==> config.mk <==
export PLATFORM = sky130hd
export DESIGN_NAME = alu_exec_unit
export DESIGN_NICKNAME = d
export VERILOG_FILES = /design/src/rtl/alu_exec_unit.sv
export SDC_FILE = /design/constraint.sdc
export NUM_CORES = 1
export LEC_CHECK = 0
export ABC_AREA = 1
export CAP_MARGIN = 20
export CORE_MARGIN = 2
export CORE_UTILIZATION = 45
export DETAILED_ROUTE_END_ITERATION = 8
export HOLD_SLACK_MARGIN = 0.1
export PLACE_DENSITY = 0.71
export SETUP_SLACK_MARGIN = 0.5
export SYNTH_ARGS = -nofsm -noshare
export SYNTH_HDL_FRONTEND = slang
export SYNTH_SLANG_ARGS = --single-unit
==> constraint.sdc <==
create_clock -name clk -period 3.4 [get_ports clk]
set_clock_uncertainty 0.1 [all_clocks]
set_input_delay 0.51 -clock clk [delete_from_list [all_inputs] [get_ports clk]]
set_output_delay 0.51 -clock clk [all_outputs]
set_load 0.02 [all_outputs]
==> src/rtl/alu_exec_unit.sv <==
// alu_exec_unit
//   Single-issue execution unit. It accepts one request at a time, computes
//   the ALU result, and holds the result until the consumer takes it. Most
//   operations finish in one cycle. The mul operation uses a shift-add loop
//   that always runs for exactly WIDTH cycles.
//
// Ports
//   clk         rising-edge clock
//   rst_n       synchronous active-low reset
//   in_valid    request valid         in_ready   unit idle, can accept
//   opcode      3-bit opcode          func       4-bit R-type function
//   a, b        operands (b already extended for immediates)
//   out_valid   result valid          out_ready  consumer accepts result
//   result      registered result     zero       registered (result == 0)
//   illegal     registered, accepted opcode/func was undefined
//   dbg_state_o current FSM state (0 idle, 1 mul, 2 done)
//
// Handshake: a transfer occurs on a rising edge where valid and ready are
// both 1. in_ready is high only in IDLE, and out_valid is high only in DONE.
// While out_valid is high, result, zero and illegal do not change.
module alu_exec_unit #(
  parameter int WIDTH = 16
) (
  input  logic             clk,
  input  logic             rst_n,
  input  logic             in_valid,
  output logic             in_ready,
  input  logic [2:0]       opcode,
  input  logic [3:0]       func,
  input  logic [WIDTH-1:0] a,
  input  logic [WIDTH-1:0] b,
  output logic             out_valid,
  input  logic             out_ready,
  output logic [WIDTH-1:0] result,
  output logic             zero,
  output logic             illegal,
  output logic [1:0]       dbg_state_o
);

  localparam int SHW = $clog2(WIDTH);

  typedef enum logic [1:0] {
    S_IDLE = 2'd0,
    S_MUL  = 2'd1,
    S_DONE = 2'd2
  } state_e;

  state_e           state_q;
  logic [SHW-1:0]   cnt_q;
  logic [WIDTH-1:0] a_q, b_q, acc_q;
  logic [WIDTH-1:0] result_q;
  logic             zero_q, illegal_q;

  logic [WIDTH-1:0] alu_res;
  logic             alu_ill, is_mul;
  logic [SHW-1:0]   shamt;
  logic [WIDTH-1:0] acc_d;

  assign shamt = b[SHW-1:0];

  // One-cycle decode and execute. It works on the live inputs because the
  // result is registered on the same edge that accepts the request.
  always_comb begin
    alu_res = '0;
    alu_ill = 1'b0;
    is_mul  = 1'b0;
    case (opcode)
      3'b000: begin
        case (func)
          4'b0000: alu_res = a + b;
          4'b0001: alu_res = a - b;
          4'b0011: alu_res = {{(WIDTH-1){1'b0}}, ($signed(a) < $signed(b))};
          4'b0100: alu_res = a & b;
          4'b0101: alu_res = a | b;
          4'b0110: alu_res = ~a;
          4'b0111: alu_res = a ^ b;
          4'b1000: alu_res = a << shamt;
          4'b1001: alu_res = a >> shamt;
          4'b1010: alu_res = $signed(a) >>> shamt;
          4'b1100: is_mul  = 1'b1;
          default: alu_ill = 1'b1;
        endcase
      end
      3'b001, 3'b011, 3'b100: alu_res = a + b;  // addi, st, ld address
      3'b010:                 alu_res = a - b;  // subi
      default:                alu_ill = 1'b1;
    endcase
  end

  // Each iteration adds one partial product: a shifted by the bit index,
  // used only where that bit of b is set.
  assign acc_d = acc_q + (b_q[cnt_q] ? (a_q << cnt_q) : '0);

  always_ff @(posedge clk) begin
    if (!rst_n) begin
      state_q   <= S_IDLE;
      cnt_q     <= '0;
      a_q       <= '0;
      b_q       <= '0;
      acc_q     <= '0;
      result_q  <= '0;
      zero_q    <= 1'b0;
      illegal_q <= 1'b0;
    end else begin
      case (state_q)
        S_IDLE: begin
          if (in_valid) begin
            a_q <= a;
            b_q <= b;
            if (is_mul) begin
              acc_q   <= '0;
              cnt_q   <= '0;
              state_q <= S_MUL;
            end else begin
              // An illegal op leaves alu_res at 0, so zero follows.
              result_q  <= alu_res;
              zero_q    <= (alu_res == '0);
              illegal_q <= alu_ill;
              state_q   <= S_DONE;
            end
          end
        end
        S_MUL: begin
          acc_q <= acc_d;
          cnt_q <= cnt_q + 1'b1;
          if (cnt_q == SHW'(WIDTH - 1)) begin
            result_q  <= acc_d;
            zero_q    <= (acc_d == '0);
            illegal_q <= 1'b0;
            cnt_q     <= '0;
            state_q   <= S_DONE;
          end
        end
        S_DONE: begin
          if (out_ready) state_q <= S_IDLE;
        end
        default: state_q <= S_IDLE;
      endcase
    end
  end

  assign in_ready    = (state_q == S_IDLE);
  assign out_valid   = (state_q == S_DONE);
  assign result      = result_q;
  assign zero        = zero_q;
  assign illegal     = illegal_q;
  assign dbg_state_o = state_q;

endmodule

==> impl_metrics.ini, run 1 <==
[global_routing]
grt_remaining_overflow = 0
track_usage = 0.338
antenna_found_initial = 0
grt_pass1_vias = 10200
grt_max_degree = 65
grt_first_pass_wirelength_um = 54200

[cells_and_area]
fill_cells = 1765
finalNetCount = 1852
ff_latch_area_um2 = 1450
final_cell_area_um2 = 11600
final_common_cell = nand2_1
area_growth_pct = 33.3
final_cell_mix = nand2_1, nand3_1, buf_4, inv_1, nor2_1
n_antenna_cell = 0
drive_above_1_share = 0.191
multiInputGateArea_um2 = 6980

[timing]
finalCriticalPeriod_ns = 3.34
hold_viol = 0
setup_tns_ns = 0
relSlewSlack = 0.477
tightest_slew_ns = 0.784
timing.final.max_slew_violations = 0
max_freq_mhz = 299
rsz0062_at_grt = yes
fin_crit_sh = 0.983
setup_viol = 0

[synthesis]
synth_area_per_cell_um2 = 5.55
yosysSeqAreaShare = 0.166
synth-main-ff-cell = dfxtp_1
synthArstFlopShare = 0
syn_nets = 1680
yosysWarnings = 0
synth.distinct_cells = 41
syn_area_um2 = 8700
synthDominantCellAreaShare = 0.218
synth_edf_count = 0
synthTopCellsByArea = nand2_1, dfxtp_1, nand3_1
synth-seq-cells = 72
netlist_instances = 1567
yosysTopAreaCell = nand2_1

[critical_path]
arrival_ns = 3.53
endpoint_kind = flop
crit_type = reg2reg
path_max_fanout = 10
start_kind = flop
required_ns = 3.59

[placed_design]
placed_area_um2 = 10400
hpwl_um = 27400
gpl.final_weighted_congestion = 1.04
io_buffers = 64

[clock_network]
cts_root_buffer = clkbuf_16
h-tree-depth = 3
ctsHoldBuffers = 0
clock_latency_ns = 0.34
cts.sinks = 72
clk_pin_slew_ns = 0.06
cts_buffer_depth = 2
tritoncts = done
numCtsBuffers = 9

[floorplan]
core_um2 = 18800
die-area_um2 = 20500
io_pins = 65
row_count = 50
die_h_um = 143
die_w_um = 143
start_util = 0.462

[route]
wirelength_um = 36500
drt-initial-drc-count = 1368
vias_per_cell = 5.79
wl_per_cell_um = 18.2
final_antenna_net_count = 0
drc = 0
via_count = 11600
firstDrtPassIters = 7

[job]
maxCapViolations = 0

[min_path]
hold_class = reg2reg

[power]
leakagePower_nw = 5.84
total_power_mw = 3.41
power_density_nw_per_um2 = 294
vdd_ir_drop_max_v = 0.000281

[status]
status = finished clean
metal layers:
| metal | wire length [um] | GRT usage | vias to the layer above |
|---|---|---|---|
| met2 | 15400 | 0.511 | 745 |
| met5 | 0 | 0 | - |
| met4 | 1650 | 0.0980 | 0 |
| met1 | 15800 | 0.495 | 5252 |
| li1 | - | - | 5467 |
| met3 | 3730 | 0.0493 | 131 |
worst paths after layout:
| kind | from | endpoint | slack (ns) | depth (start not counted) |
|---|---|---|---|---|
| worst max-delay path | cnt_q[1]$_SDFFE_PN0P_ | zero$_SDFFE_PN0P_ | 0.06 | 21 |
| worst min-delay path | illegal$_SDFFE_PN0P_ | illegal$_SDFFE_PN0P_ | 0.37 | 2 |
| worst max register to register | cnt_q[1]$_SDFFE_PN0P_ | zero$_SDFFE_PN0P_ | 0.06 | 21 |
| worst min register to register | illegal$_SDFFE_PN0P_ | illegal$_SDFFE_PN0P_ | 0.37 | 2 |
flip-flops by register name, indices dropped and copies added (netlist names):
name	flops
b_q	16
zero	1
result	16
cnt_q	4
acc_q	16
dbg_state_o	2
illegal	1
a_q	16
cell usage after synthesis (3+ instances only):
cell type,number
nand2_1,504
nand3_1,222
inv_1,156
nor2_1,132
a21oi_1,106
o21ai_0,103
dfxtp_1,72
ha_1,67
clkbuf_1,26
buf_2,23
a31oi_1,13
o21ai_1,12
xor2_1,12
nor3_1,11
o22ai_1,11
or2_2,10
nand4_1,9
o211ai_1,8
and2_1,7
nand2_2,6
nor2_2,6
buf_1,5
inv_2,5
buf_4,4
buf_6,4
o21bai_1,4
a22oi_1,3
fa_1,3
o21a_1,3
o31ai_1,3
xnor2_1,3
power by group:
part,internal (mW),leakage (nW),switching (mW)
Clock,0.591,0.149,0.391
Sequential,0.918,0.593,0.0495
Combinational,0.568,5.09,0.889
repair_timing:
action,4_1_cts,5_1_grt
cloned,0,1
endpoints found under the setup margin,21,24
resized for setup,70,120
setup buffers,12,6
pin swaps,23,41
kinds of logic (layout without fill, tap and decap cells):
group / count (synthesis) / after routing / synth area share
flops: 72 / 72 / 0.166
buf+inv: 226 / 403 / 0.106
fa+ha+maj: 70 / 70 / 0.103
xor+xnor: 15 / 15 / 0.0151
simple gates: 910 / 910 / 0.439
compound gates: 274 / 274 / 0.170
final cells by class:
class | instances | share of cell area
Tap cell | 260 | 0.0281
Timing Repair Buffer | 224 | 0.164
Sequential cell | 72 | 0.125
Clock buffer | 10 | 0.0206
Inverter | 163 | 0.0545
Multi-Input combinational cell | 1269 | 0.602
Clock inverter | 6 | 0.00572
stage by stage:
step,utilization,instances,hold slack [ns],setup WS [ns]
6_report,0.616,2004,0.372,0.0571
4_1_cts,0.588,1996,0.371,0.355
2_1_floorplan,-,1567,0.345,0.500
3_3_place_gp,0.554,1968,0.354,-0.129
5_1_grt,0.616,2004,0.396,-0.0630
3_5_place_dp,0.554,1968,0.361,-0.0572
critical path: stages, from the launching register on:
cell     delay [ns]
dfxtp_2        0.35
buf_6          0.13
buf_4          0.17
o21ai_1        0.11
o22ai_2        0.11
o21ai_4        0.34
nand2_4        0.13
nand2_2        0.09
inv_2          0.06
ha_4           0.24
nand2_2        0.10
inv_1          0.08
a21oi_2        0.22
nand3_2        0.20
nand3_1        0.14
nand2_2        0.09
xor2_2         0.20
nor2_1         0.12
nand4_1        0.10
nand3_1        0.10
nand2_1        0.05
inv_1          0.05
No activity file was read; power rests on OpenSTA's default activity.
==> inputs of run 2 (changes only) <==
--- a/config.mk
+++ b/config.mk
@@ -12,6 +12,7 @@
 export DETAILED_ROUTE_END_ITERATION = 8
 export HOLD_SLACK_MARGIN = 0.1
 export PLACE_DENSITY = 0.71
+export REMOVE_ABC_BUFFERS = 1
 export SETUP_SLACK_MARGIN = 0.5
 export SYNTH_ARGS = -nofsm -noshare
 export SYNTH_HDL_FRONTEND = slang
==> impl_metrics.ini, run 2 (synthesized netlist as in run 1, its figures left out) <==
[status]
status = finished with violations
violations = setup timing

[power]
p_int_mw = 1.99
switching_share = 0.401
leakagePower_nw = 5.71
power_density_nw_per_um2 = 293
comb_power_share = 0.438
clkPwrFrac = 0.272
p_sw_mw = 1.33
total_power_mw = 3.32
pwr-share-seq = 0.291
vdd_ir_drop_max_v = 0.000272

[timing]
rsz0062_at_grt = yes
finalCriticalPeriod_ns = 3.42
fin_crit_sh = 1.00
timing.final.max_slew_violations = 0
max_freq_mhz = 293
setup_viol = 1
whs_ns = 0.369
relSlewSlack = 0.338
setup_slack_ns = -0.0154
tightest_slew_ns = 0.992
hold_viol = 0

[clock_network]
ctsHoldBuffers = 0
clk_pin_slew_ns = 0.06
cts_root_buffer = clkbuf_16
tritoncts = done
cts_buffer_depth = 2
numCtsBuffers = 9
h-tree-depth = 3
cts.sinks = 72
clock_latency_ns = 0.35

[critical_path]
cp-startpoint = cnt_q[0]$_SDFFE_PN0P_
r2r_slack_ns = -0.02
path_max_fanout = 5
reg2reg_from = cnt_q[0]$_SDFFE_PN0P_
required_ns = 3.59
crit_type = reg2reg
start_kind = flop
reg2reg_to = zero$_SDFFE_PN0P_
endpoint_kind = flop
reg2reg_depth = 23
endpoint = zero$_SDFFE_PN0P_
arrival_ns = 3.61

[global_routing]
antenna_found_initial = 0
grt_max_degree = 65
track_usage = 0.341
grt_remaining_overflow = 0
grt_pass1_vias = 10100
grt_first_pass_wirelength_um = 54500

[route]
drc = 0
final_antenna_net_count = 0
firstDrtPassIters = 5
wirelength_um = 36600
vias_per_cell = 5.69
via_count = 11300
wl_per_cell_um = 18.4
drt-initial-drc-count = 1077

[cells_and_area]
fill_cells = 1876
finish.utilization = 0.602
final_common_cell = nand2_1
n_antenna_cell = 0
final_cell_area_um2 = 11300
finalNetCount = 1832
final_cell_mix = nand2_1, nand3_1, inv_1, buf_4, nor2_1
area_growth_pct = 30.3
drive_above_1_share = 0.169
fin_cells = 1984

[job]
maxCapViolations = 0

[placed_design]
io_buffers = 64
gpl.final_weighted_congestion = 0.995
dp.cells = 1953
placed_area_um2 = 10300
hpwl_um = 28200

[floorplan]
die-area_um2 = 20500
row_count = 50
die_h_um = 143
start_util = 0.462
die_w_um = 143
io_pins = 65
core_um2 = 18800

[min_path]
hold_depth = 2
hold_class = reg2reg
-- run 2: cell count changes in the layout (fill, tap and decap cells not counted), moves of 4 or more --
cell     before  now
a21oi_2       9   14
inv_1       140  144
ha_2          6    1
o21ai_2      11    2
ha_1         48   52
buf_4       150  129
nand2_2      22   16
o21ai_0      78   93
-- run 2: worst min path at each step --
| stage | to | slack [ns] | from |
|---|---|---|---|
| finish | result[0]$_SDFFE_PN0P_ | 0.37 | result[0]$_SDFFE_PN0P_ |
| global route | result[0]$_SDFFE_PN0P_ | 0.40 | result[0]$_SDFFE_PN0P_ |
| CTS | result[0]$_SDFFE_PN0P_ | 0.37 | result[0]$_SDFFE_PN0P_ |
| detailed placement | acc_q[14]$_SDFFE_PN0P_ | 0.36 | acc_q[14]$_SDFFE_PN0P_ |
| global placement | result[0]$_SDFFE_PN0P_ | 0.36 | result[0]$_SDFFE_PN0P_ |
| floorplan | acc_q[2]$_SDFFE_PN0P_ | 0.35 | acc_q[2]$_SDFFE_PN0P_ |
-- run 2: through the flow --
step | worst slack [ns] | TNS (ns)
after floorplan | 0.0352 | 0
after global placement | -0.0513 | -0.0513
after detailed placement | -0.0394 | -0.0394
after CTS | 0.287 | 0
after global routing | -0.188 | -0.396
final | -0.0154 | -0.0154
-- run 2: area by class of cell --
class,count,area (um2),area share
Inverter,163,618,0.0545
Tap cell,260,325,0.0287
Multi-Input combinational cell,1269,6910,0.610
Clock buffer,11,243,0.0214
Clock inverter,5,32.5,0.00287
Sequential cell,72,1450,0.128
Timing Repair Buffer,204,1760,0.155
-- run 2: timing repair --
item / CTS / global route
pin swaps: 32 / 35
setup endpoints to repair: 20 / 32
buffers inserted: 8 / 7
gates resized for setup: 60 / 89
-- run 2: worst max-delay path: stages (launching register included) --
cell      delay [ns]
dfxtp_4         0.38
buf_6           0.11
nor2_1          0.04
nor2_1          0.07
o21ai_1         0.07
o211ai_1        0.09
nand2_1         0.14
inv_2           0.12
o21ai_4         0.10
buf_12          0.15
nor2_4          0.12
ha_4            0.23
inv_1           0.11
o21ai_1         0.12
a21oi_2         0.25
nand2_4         0.09
a21oi_2         0.25
xor2_1          0.27
nand4_1         0.14
nor2_1          0.12
nand4_1         0.10
nand3_1         0.09
nand2_1         0.05
inv_1           0.05
-- run 2: power groups by stage --
stage          sequential (mW)  combinational (mW)  clock (mW)
2_1_floorplan             1.01               0.711           0
3_3_place_gp             0.980                1.32           0
3_5_place_dp             0.981                1.33           0
4_1_cts                  0.963                1.36       0.891
5_1_grt                  0.971                1.59       0.928
6_report                 0.965                1.45       0.902
-- run 2: layer usage --
metal | vias to the layer above | global-route usage | share of wire
li1 | 5442 | - | -
met1 | 5154 | 0.499 | 0.45
met3 | 97 | 0.0456 | 0.091
met5 | - | 0 | 0
met2 | 587 | 0.520 | 0.43
met4 | 0 | 0.0964 | 0.037
==> inputs of run 3 (changes only) <==
--- a/config.mk
+++ b/config.mk
@@ -13,7 +13,7 @@
 export HOLD_SLACK_MARGIN = 0.1
 export PLACE_DENSITY = 0.71
 export REMOVE_ABC_BUFFERS = 1
-export SETUP_SLACK_MARGIN = 0.5
+export SETUP_SLACK_MARGIN = 0.15
 export SYNTH_ARGS = -nofsm -noshare
 export SYNTH_HDL_FRONTEND = slang
 export SYNTH_SLANG_ARGS = --single-unit
==> impl_metrics.ini, run 3 (synthesized netlist as in run 1, its figures left out) <==
[critical_path]
reg2reg_depth = 19
crit_type = reg2reg
endpoint_kind = flop
required_ns = 3.56
start_kind = flop
arrival_ns = 3.52
path_max_fanout = 7

[clock_network]
clk_pin_slew_ns = 0.06
tritoncts = done
cts.sinks = 72
cts_root_buffer = clkbuf_16
cts_buffer_depth = 2
ctsHoldBuffers = 0
clock_latency_ns = 0.34
h-tree-depth = 3
numCtsBuffers = 9

[cells_and_area]
fill_cells = 1927
final_cell_area_um2 = 11100
fin_cells = 1977
n_antenna_cell = 0
finish.utilization = 0.588
area_growth_pct = 27.2
final_cell_mix = nand2_1, nand3_1, inv_1, buf_4, nor2_1
drive_above_1_share = 0.149
finalNetCount = 1825
final_common_cell = nand2_1

[timing]
hold_viol = 0
max_freq_mhz = 298
rsz0062_at_grt = yes
timing.final.max_slew_violations = 0
whs_ns = 0.369
tightest_slew_ns = 0.844
fin_crit_sh = 0.988
finalCriticalPeriod_ns = 3.36
relSlewSlack = 0.436
setup_tns_ns = 0
setup_viol = 0

[placed_design]
placed_area_um2 = 10300
gpl.final_weighted_congestion = 0.995
dp.cells = 1953
hpwl_um = 28200
io_buffers = 64

[min_path]
hold_class = reg2reg
hold_depth = 2

[global_routing]
grt_remaining_overflow = 0
grt_max_degree = 65
grt_first_pass_wirelength_um = 53400
antenna_found_initial = 0
grt_pass1_vias = 9965
track_usage = 0.336

[floorplan]
die_w_um = 143
die-area_um2 = 20500
core_um2 = 18800
start_util = 0.462
row_count = 50
die_h_um = 143
io_pins = 65

[power]
vdd_ir_drop_max_v = 0.000291
leakagePower_nw = 5.57
power_density_nw_per_um2 = 295

[route]
via_count = 11000
drc = 0
vias_per_cell = 5.56
wl_per_cell_um = 17.9
drt-initial-drc-count = 1111
firstDrtPassIters = 5
wirelength_um = 35400
final_antenna_net_count = 0

[status]
status = finished clean

[job]
maxCapViolations = 0
==> run 3: changes by cell type in the layout (fill, tap and decap cells not counted), sizes merged <==
cell,change
buf,-7
clkdlybuf4s50,+2
dlygate4sd2,-1
dlymetal6s2s,-1
==> run 3: path summary, 6_finish.rpt <==
check	start	endpoint	slack, ns
hold reg to reg	result[0]$_SDFFE_PN0P_	result[0]$_SDFFE_PN0P_	0.37
setup / recovery	cnt_q[0]$_SDFFE_PN0P_	acc_q[14]$_SDFFE_PN0P_	0.04
hold / removal	result[0]$_SDFFE_PN0P_	result[0]$_SDFFE_PN0P_	0.37
setup reg to reg	cnt_q[0]$_SDFFE_PN0P_	acc_q[14]$_SDFFE_PN0P_	0.04
==> run 3: cell type report <==
| class | count | area (um2) | share of cell area |
|---|---|---|---|
| clock buffer | 11 | 243 | 0.0219 |
| clock inverter | 5 | 32.5 | 0.00294 |
| inverter | 163 | 618 | 0.0559 |
| multi-input combinational | 1269 | 6710 | 0.606 |
| sequential | 72 | 1450 | 0.131 |
| tap | 260 | 325 | 0.0294 |
| timing repair buffer | 197 | 1690 | 0.153 |
==> run 3: critical path, stage by stage (launching register included) <==
cell and delay (ns):
dfxtp_4 0.37, buf_6 0.13, buf_6 0.11, o21ai_0 0.15, o21ai_1 0.10, o211ai_1 0.38, nand2_4 0.12, buf_6 0.16
nand2_2 0.06, inv_2 0.05, ha_4 0.29, inv_1 0.11, nor3_4 0.25, nand3_1 0.14, nand2_2 0.12, xnor2_2 0.11
nor2_1 0.16, inv_1 0.08, buf_4 0.15, a21oi_1 0.13
==> run 3: where the power goes <==
part	switching (mW)	internal [mW]	leakage (nW)
sequential	0.0462	0.918	0.593
clock	0.380	0.511	0.128
combinational	0.873	0.538	4.85
==> run 3: routing by layer <==
metal / track usage / share of wire / vias up
met5: 0 / 0 / -
met4: 0.105 / 0.037 / 0
met3: 0.0533 / 0.087 / 91
met2: 0.505 / 0.42 / 545
met1: 0.488 / 0.46 / 4945
li1: - / - / 5409
==> run 3: stage by stage <==
stage	setup slack, ns	power (mW)
after floorplan	0.0352	1.72
after global placement	-0.0513	2.30
after detailed placement	-0.0394	2.31
after CTS	0.127	3.19
after global routing	-0.158	3.43
final	0.0420	3.27
==> run 3: what timing repair did <==
item,in CTS,in global routing
buffers inserted,0,8
endpoints found under the setup margin,5,17
resized for setup,3,104
pin swaps,0,39
